**config.mk**
```make
export PLATFORM = sky130hd
export DESIGN_NAME = uartm_cmd_bridge
export DESIGN_NICKNAME = d
export VERILOG_FILES = /design/src/rtl/uartm_cmd_bridge.sv
export SDC_FILE = /design/constraint.sdc
export NUM_CORES = 1
export LEC_CHECK = 0
export BUFFER_PORTS_ARGS = -buffer_cell sky130_fd_sc_hd__buf_4
export CELL_PAD_IN_SITES_DETAIL_PLACEMENT = 1
export CELL_PAD_IN_SITES_GLOBAL_PLACEMENT = 2
export CORE_MARGIN = 10
export CORE_UTILIZATION = 34
export CTS_CLUSTER_SIZE = 14
export DETAILED_ROUTE_END_ITERATION = 10
export PLACE_DENSITY_LB_ADDON = 0.1
export RECOVER_POWER = 25
export SLEW_MARGIN = 20
export SYNTH_ARGS = -nofsm -noshare
export SYNTH_HDL_FRONTEND = slang
export SYNTH_SLANG_ARGS = --single-unit
```
**constraint.sdc**
```tcl
create_clock -name CLK -period 5.1 [get_ports CLK]
set_input_delay 1.02 -clock CLK [delete_from_list [all_inputs] [get_ports CLK]]
set_output_delay 1.02 -clock CLK [all_outputs]
set_load 0.01 [all_outputs]
```
**src/rtl/uartm_cmd_bridge.sv**
```systemverilog
// rtl/uartm_cmd_bridge.sv - UART command frames to 32-bit register-bus requests
//
// Receives 'W' addr[4] data[4] or 'R' addr[4] frames (LSB first) on rxd,
// issues one request on the bus_* port and returns the reply bytes on rsp_*.
// Ports:
//   CLK, nRESET          clock, synchronous active-low reset
//   baud_div             clocks per UART bit minus 1 (values below 3 act as 3)
//   rxd                  asynchronous serial input, idle high
//   bus_valid/bus_write/bus_addr/bus_wdata  request, held until bus_ready
//   bus_ready/bus_rdata  slave acceptance and read data
//   rsp_byte/rsp_valid/rsp_ready            response byte stream
//   frame_err            one-cycle pulse on any rejected byte or timeout
// Optional: define UARTM_TIMEOUT_EN for the inter-byte timeout in ADDR/DATA.
module uartm_cmd_bridge #(
  parameter int BAUD_DIV_W   = 16,
  parameter int TIMEOUT_BITS = 32
) (
  input  logic                  CLK,
  input  logic                  nRESET,
  input  logic [BAUD_DIV_W-1:0] baud_div,
  input  logic                  rxd,
  output logic                  bus_valid,
  output logic                  bus_write,
  output logic [31:0]           bus_addr,
  output logic [31:0]           bus_wdata,
  input  logic                  bus_ready,
  input  logic [31:0]           bus_rdata,
  output logic [7:0]            rsp_byte,
  output logic                  rsp_valid,
  input  logic                  rsp_ready,
  output logic                  frame_err
);

  typedef enum logic [2:0] {S_CMD, S_ADDR, S_DATA, S_BUS, S_RSP} state_t;

  state_t state, state_next;

  logic                  sync1, sync2, rx_prev;
  logic                  rx_busy;
  logic [3:0]            rx_bit;      // 0 = start, 1..8 = data, 9 = stop
  logic [BAUD_DIV_W-1:0] rx_cnt, rx_div, div_clamp, half_m1;
  logic [7:0]            rx_shift;
  logic                  rx_sample, rx_done, rx_bad;
  logic                  err, tmo_fire;
  logic [1:0]            idx;
  logic [23:0]           rsp_hi;
  logic [1:0]            rsp_left;

  assign div_clamp = (baud_div < BAUD_DIV_W'(3)) ? BAUD_DIV_W'(3) : baud_div;
  // (d+1)/2 - 1 == (d-1)/2 for d >= 3; avoids a wider intermediate
  assign half_m1   = (div_clamp - BAUD_DIV_W'(1)) >> 1;

  assign rx_sample = rx_busy && (rx_cnt == '0);
  assign rx_done   = rx_sample && (rx_bit == 4'd9) && sync2;
  assign rx_bad    = rx_sample && (rx_bit == 4'd9) && !sync2;

  always_ff @(posedge CLK) begin
    if (!nRESET) begin
      sync1    <= 1'b1;
      sync2    <= 1'b1;
      rx_prev  <= 1'b1;
      rx_busy  <= 1'b0;
      rx_bit   <= '0;
      rx_cnt   <= '0;
      rx_div   <= '0;
      rx_shift <= '0;
    end else begin
      sync1   <= rxd;
      sync2   <= sync1;
      rx_prev <= sync2;
      if (!rx_busy) begin
        if (rx_prev && !sync2) begin
          rx_busy <= 1'b1;
          rx_bit  <= '0;
          rx_div  <= div_clamp;
          rx_cnt  <= half_m1;
        end
      end else if (rx_cnt != '0) begin
        rx_cnt <= rx_cnt - BAUD_DIV_W'(1);
      end else begin
        rx_cnt <= rx_div;
        rx_bit <= rx_bit + 4'd1;
        if (rx_bit == 4'd0) begin
          if (sync2) rx_busy <= 1'b0;   // glitch, not a real start bit
        end else if (rx_bit == 4'd9) begin
          rx_busy <= 1'b0;
        end else begin
          rx_shift <= {sync2, rx_shift[7:1]};
        end
      end
    end
  end

`ifdef UARTM_TIMEOUT_EN
  logic [BAUD_DIV_W-1:0] tmo_clk;
  logic [31:0]           tmo_bits;
  logic                  tmo_active, tmo_tick;

  assign tmo_active = (state == S_ADDR) || (state == S_DATA);
  assign tmo_tick   = (tmo_clk >= div_clamp);
  assign tmo_fire   = tmo_active && tmo_tick && (tmo_bits == 32'(TIMEOUT_BITS));

  always_ff @(posedge CLK) begin
    if (!nRESET || !tmo_active || rx_done) begin
      tmo_clk  <= '0;
      tmo_bits <= '0;
    end else if (tmo_tick) begin
      tmo_clk  <= '0;
      tmo_bits <= tmo_bits + 32'd1;
    end else begin
      tmo_clk <= tmo_clk + BAUD_DIV_W'(1);
    end
  end
`else
  logic [31:0] unused_timeout_bits;
  assign unused_timeout_bits = 32'(TIMEOUT_BITS);
  assign tmo_fire = 1'b0;
`endif

  always_comb begin
    state_next = state;
    err        = 1'b0;
    if (rx_bad) begin
      // a broken frame aborts collection, but never an issued request
      err = 1'b1;
      if (state == S_CMD || state == S_ADDR || state == S_DATA) state_next = S_CMD;
    end else if (rx_done) begin
      case (state)
        S_CMD:   if (rx_shift == 8'h57 || rx_shift == 8'h52) state_next = S_ADDR;
                 else err = 1'b1;
        S_ADDR:  if (idx == 2'd3) state_next = bus_write ? S_DATA : S_BUS;
        S_DATA:  if (idx == 2'd3) state_next = S_BUS;
        default: err = 1'b1;
      endcase
    end else if (tmo_fire) begin
      err        = 1'b1;
      state_next = S_CMD;
    end
    if (state == S_BUS && bus_ready) state_next = S_RSP;
    if (state == S_RSP && rsp_ready && rsp_left == 2'd0) state_next = S_CMD;
  end

  always_ff @(posedge CLK) begin
    if (!nRESET) begin
      state     <= S_CMD;
      bus_write <= 1'b0;
      bus_addr  <= '0;
      bus_wdata <= '0;
      idx       <= '0;
      rsp_byte  <= '0;
      rsp_hi    <= '0;
      rsp_left  <= '0;
      frame_err <= 1'b0;
    end else begin
      state     <= state_next;
      frame_err <= err;
      if (rx_done) begin
        case (state)
          S_CMD: begin
            bus_write <= (rx_shift == 8'h57);
            idx       <= '0;
          end
          S_ADDR: begin
            bus_addr <= {rx_shift, bus_addr[31:8]};
            idx      <= idx + 2'd1;
          end
          S_DATA: begin
            bus_wdata <= {rx_shift, bus_wdata[31:8]};
            idx       <= idx + 2'd1;
          end
          default: ;
        endcase
      end
      if (state == S_BUS && bus_ready) begin
        rsp_byte <= bus_write ? 8'h06 : bus_rdata[7:0];
        rsp_hi   <= bus_rdata[31:8];
        rsp_left <= bus_write ? 2'd0 : 2'd3;
      end
      if (state == S_RSP && rsp_ready) begin
        rsp_byte <= rsp_hi[7:0];
        rsp_hi   <= {8'h00, rsp_hi[23:8]};
        rsp_left <= rsp_left - 2'd1;
      end
    end
  end

  assign bus_valid = (state == S_BUS);
  assign rsp_valid = (state == S_RSP);

endmodule

```
==> flow_summary.ini, run 1 <==
[power]
p_leak_uw = 0.002992
p_total_uw = 2869
vdd.ir_drop.worst_v = 0.0002261
p_per_area_nw_per_um2 = 342.6

[yosys]
syn_area_sq_um = 6842
yosysWarnings = 0
syn-num-nets = 921
yosysMostFrequentCell = nand2_1
synth_ff_type = dfxtp_1
synth_area_leaders = dfxtp_1 (45%), nand2_1 (8.8%), o21ai_0 (5.7%)
post_synth.cell_area_avg_sq_um = 7.955
async_reset_ff_share_pct = 0
synth_cell_type_count = 59
synth_top_area_share_pct = 44.77
yosysSeqAreaShare_pct = 44.77
ys_ff_latch = 153
synth_edf_count = 0
synthTopCellsByCount = nand2_1 (161), dfxtp_1 (153), o21ai_0 (78)
synthCells = 860
synth_area_leader_cell = dfxtp_1

[worst_setup_path]
max_stage_delay_ps = 950
critical_path_buf_inv_count = 2
crit_fanout = 47
slowest_stage = clkbuf_1
cp-start-kind = input pin
worstPathRequired_ps = 5440
criticalPathCategory = input pin to flop
critical_path.cell_chain = clkbuf_1, inv_2, nor2_1, o21ai_0, o22ai_1
endpoint_kind = flop
critPathTopFamily = buffers and inverters
worstPathArrival_ps = 3790

[timing]
period_minus_slack_ps = 3455
rsz0062_at_grt = no
slew_viol_final = 0
skew_ps = 8.522
tightest_slew_ps = 1330
clock.fmax_mhz = 289.4
fin_crit_sh_pct = 67.75
slew_headroom_pct = 11.31
tns_ps = 0
final-hold-violation-count = 0
setup_viol = 0

[grt]
antenna_found_initial = 0
grt_usage_pct = 15.74
grt_pass1_wl_microns = 34380
gr-total-overflow = 0
grt_max_degree = 112
grt_pass1_vias = 6590

[route]
wl_per_cell_microns = 17.24
drt_first_iter_violations = 270
postRouteAntennaNets = 0
drc_errors = 0
vias = 6477
drt_wl_total_microns = 21160
top_layer = met4
met1_length_microns = 9906
first_pass_iters = 4
wl_met3_microns = 1041
routed_via_density = 5.279
route.met2.wl_microns = 9937

[die]
start_util_pct = 34.81
num_io_pins = 129
die_h_microns = 161.9
die_area_sq_um = 26200
coreArea_sq_um = 19650
num_rows = 51
die_width_microns = 161.9

[clock_tree]
cts.htree.levels = 4
holdBufCountCts = 0
cts_num_sinks = 153
cts_root_buf = clkbuf_16
cts_max_path_buffers = 2
numCtsBuffers = 17
cts_resized = 0
insertion_delay_ps = 420
cts_tree = yes
cts_setup_buffers = 0
path_clk_slew_ps = 60

[placement]
gp_congestion = 0.8184
io_buffers = 128
dp_hpwl_microns = 14660

[cells_and_area]
n_antenna_cell = 0
finalNetCount = 1012
area_growth_pct = 22.40
drive_above_1_share_pct = 14.24

[worst_hold_path]
hold_path.class = flop to flop

[flow_run]
maxCapViolations = 0

[status]
status = complete, no violations
logic make-up (layout without fill, tap and decap cells):
family | count (synthesis) | in the layout | synth area share, %
and+or+nand+nor | 399 | 399 | 27.58
AOI/OAI and AO/OA | 194 | 194 | 17.47
DFF | 153 | 153 | 44.77
buffers and inverters | 77 | 179 | 4.755
xor gates and xnor gates | 16 | 16 | 2.048
muxes | 13 | 13 | 1.920
adders and majority gates | 8 | 8 | 1.463
final timing paths:
check,startpoint,endpoint,slack [ps],cells after the start
max,nRESET,rx_cnt[7],1640,5
min,sync1,sync2,410,1
max reg2reg,rx_cnt[4],rx_shift[1],2020,5
min reg2reg,sync1,sync2,410,1
power by group:
part | total (uW) | leakage [uW] | internal (uW) | switching [uW]
registers | 1240 | 0.00124 | 1220 | 25.0
clock network | 1270 | 0.000282 | 763 | 506
logic | 359 | 0.00147 | 139 | 220
registers in the layout, indices dropped and copies added (netlist names):
register,flops
rsp_left,2
rsp_hi,24
rx_cnt,16
rx_shift,8
bus_addr,32
rx_busy,1
idx,2
rx_prev,1
bus_write,1
rx_div,16
sync1,1
state,3
sync2,1
rx_bit,4
bus_wdata,32
rsp_byte,8
frame_err,1
metal layers:
metal | vias to the layer above | track usage, %
met5 | - | 0
met2 | 134 | 26.21
met4 | 0 | 4.591
met1 | 3111 | 19.52
met3 | 21 | 4.120
li1 | 3211 | -
layout make-up:
cell class / instances / area [sq um]
clock buffers: 18 / 429.2
clock inverters: 12 / 151.4
fillers: 2483 / 11280
inverters: 10 / 37.54
multi-input cells: 630 / 3463
flip-flops and latches: 153 / 3063
well taps: 265 / 331.6
repair buffers: 139 / 898.4
per-stage QoR:
step / cells / instance area, sq um / setup WS (ps) / utilization (%) / hold WS [ps]
3_5_place_dp: 1196 / 7931 / 1432 / 40.36 / 401.9
6_report: 1227 / 8374 / 1645 / 42.61 / 412.5
2_1_floorplan: 860 / 6842 / 2159 / - / 386.3
4_1_cts: 1226 / 8512 / 1866 / 43.31 / 416.4
3_3_place_gp: 1196 / 7931 / 1606 / 40.36 / 414.2
5_1_grt: 1227 / 8374 / 1368 / 42.61 / 466.0
worst register-to-register path, stage by stage (launching register included):
cell and delay [ps]:
dfxtp_1 360, or4_1 710, or4_4 790, nor3b_2 750
mux2i_1 280, nor2_1 60
cells in the final DEF, fill, tap and decap left out, drive strengths merged, types with 10 or more instances in the layout:
cell / Yosys / routed
mux2i: 12 / 12
nor2: 69 / 69
inv: 10 / 11
a21oi: 41 / 41
clkbuf: 51 / 62
o21ai: 79 / 79
nand3b: 10 / 10
dfxtp: 153 / 153
nand2: 163 / 163
nor3: 14 / 14
buf: 16 / 95
a311oi: 23 / 23
nand2b: 10 / 10
nand3: 77 / 77
Note: power is estimated with default switching activity, not from simulation.
==> run 2: changes to the inputs <==
--- a/config.mk
+++ b/config.mk
@@ -9,7 +9,7 @@
 export CELL_PAD_IN_SITES_DETAIL_PLACEMENT = 1
 export CELL_PAD_IN_SITES_GLOBAL_PLACEMENT = 2
 export CORE_MARGIN = 10
-export CORE_UTILIZATION = 34
+export CORE_UTILIZATION = 29
 export CTS_CLUSTER_SIZE = 14
 export DETAILED_ROUTE_END_ITERATION = 10
 export PLACE_DENSITY_LB_ADDON = 0.1
==> constraint.sdc (replaced) <==
create_clock -name CLK -period 3 [get_ports CLK]
set_input_delay 0.6 -clock CLK [delete_from_list [all_inputs] [get_ports CLK]]
set_output_delay 0.6 -clock CLK [all_outputs]
set_load 0.01 [all_outputs]
==> flow_summary.ini, run 2 (synthesized netlist as in run 1, its figures left out) <==
[route]
wl_per_cell_microns = 17.11
postRouteAntennaNets = 0
first_pass_iters = 4
routed_via_density = 5.089
vias = 6580
route.met2.wl_microns = 10190
drt_first_iter_violations = 359
drt_wl_total_microns = 22130
wl_met3_microns = 772
drc_errors = 0
top_layer = met4
met1_length_microns = 10900

[placement]
gp_congestion = 0.8082
dp_cells = 1261
io_buffers = 128
post-place-ws_ps = 226.6
dp_hpwl_microns = 15760

[die]
die_area_sq_um = 30140
num_rows = 56
start_util_pct = 29.32
num_io_pins = 129
die_width_microns = 173.6
coreArea_sq_um = 23330
die_h_microns = 173.6

[worst_setup_path]
endpoint_kind = flop
crit_fanout = 24
criticalPathCategory = flop to flop
cp-start-kind = flop
worstPathArrival_ps = 3010
r2r_cells = 6
worstPathRequired_ps = 3270

[timing]
fin_ws_ps = 265.2
tightest_slew_ps = 844.5
slew_viol_final = 0
slew_headroom_pct = 43.64
rsz0062_at_grt = no
tns_ps = 0
setup_viol = 0
clock.fmax_mhz = 365.7
final-hold-violation-count = 0
fin_crit_sh_pct = 91.16
period_minus_slack_ps = 2735
skew_ps = 12.48

[grt]
gr-total-overflow = 0
grt_pass1_wl_microns = 36310
grt_usage_pct = 14.43
grt_max_degree = 85
antenna_found_initial = 0
grt_pass1_vias = 6802

[clock_tree]
cts_resized = 0
cts_root_buf = clkbuf_16
cts_setup_buffers = 0
numCtsBuffers = 17
cts_tree = yes
holdBufCountCts = 0
insertion_delay_ps = 430
cts_max_path_buffers = 2
cts_num_sinks = 153
path_clk_slew_ps = 60
cts.htree.levels = 4

[cells_and_area]
final_cells = 1293
layout_commonest_cell = nand2_1
layout_common_cells = nand2_1 (161), dfxtp_1 (153), buf_4 (95)
drive_above_1_share_pct = 14.27
finalNetCount = 1022
area_growth_pct = 23.61
largestRegisters = bus_addr x32, bus_wdata x32, rsp_hi x24
n_antenna_cell = 0

[power]
p_leak_uw = 0.002990
p_int_uw = 3451
p_clk_share_pct = 43.5
sw_frac_of_total_pct = 28.72
p_per_area_nw_per_um2 = 572.4
combPwrFrac_pct = 12.9
seq_power_share_pct = 43.7
p_sw_uw = 1390
vdd.ir_drop.worst_v = 0.0003253

[flow_run]
maxCapViolations = 0

[status]
status = complete, no violations

[worst_hold_path]
min_path_cells = 2
hold_path.class = input pin to flop
==> run 2: metrics by stage <==
stage	utilization, %	hold WS [ps]	power, uW	area (sq um)
floorplan	-	386.3	2595	6842
global placement	34.64	412.5	2765	8082
detailed placement	34.64	411.2	2778	8082
CTS	37.11	347.1	4912	8660
global route	36.25	346.6	5075	8457
finish	36.25	361.4	4841	8457
==> run 2: area by class of cell <==
| cell class | count | area, sq um |
|---|---|---|
| multi-input combinational | 630 | 3463 |
| sequential | 153 | 3063 |
| tap | 319 | 399.1 |
| timing repair buffer | 149 | 915.9 |
| clock inverter | 13 | 125.1 |
| clock buffer | 19 | 452.9 |
| fill | 2831 | 14880 |
| inverter | 10 | 37.54 |
==> run 2: layer usage <==
| layer | vias to the layer above | global-route usage [%] |
|---|---|---|
| met5 | - | 0 |
| li1 | 3251 | - |
| met3 | 20 | 3.115 |
| met2 | 134 | 23.64 |
| met1 | 3175 | 18.67 |
| met4 | 0 | 4.097 |
==> run 2: worst max-delay path, cell delays in order (launching register included) <==
cell and delay [ps]:
dfxtp_1 360, or4_1 710, or4_4 790, nor3b_2 220, buf_4 210, mux2i_1 230
nor2_1 60
==> run 2: final timing paths <==
| kind | slack [ps] | from | endpoint |
|---|---|---|---|
| worst max-delay path | 270 | rx_cnt[4] | rx_shift[6] |
| worst min-delay path | 360 | rxd | sync1 |
| worst max register to register | 270 | rx_cnt[4] | rx_shift[6] |
| worst min register to register | 420 | sync1 | sync2 |
==> run 2: power by group through the flow <==
stage | sequential, uW | clock (uW) | combinational, uW
floorplan | 2140 | 0 | 455
global placement | 2160 | 0 | 609
detailed placement | 2160 | 0 | 619
CTS | 2110 | 2180 | 623
global route | 2120 | 2270 | 686
finish | 2110 | 2100 | 623
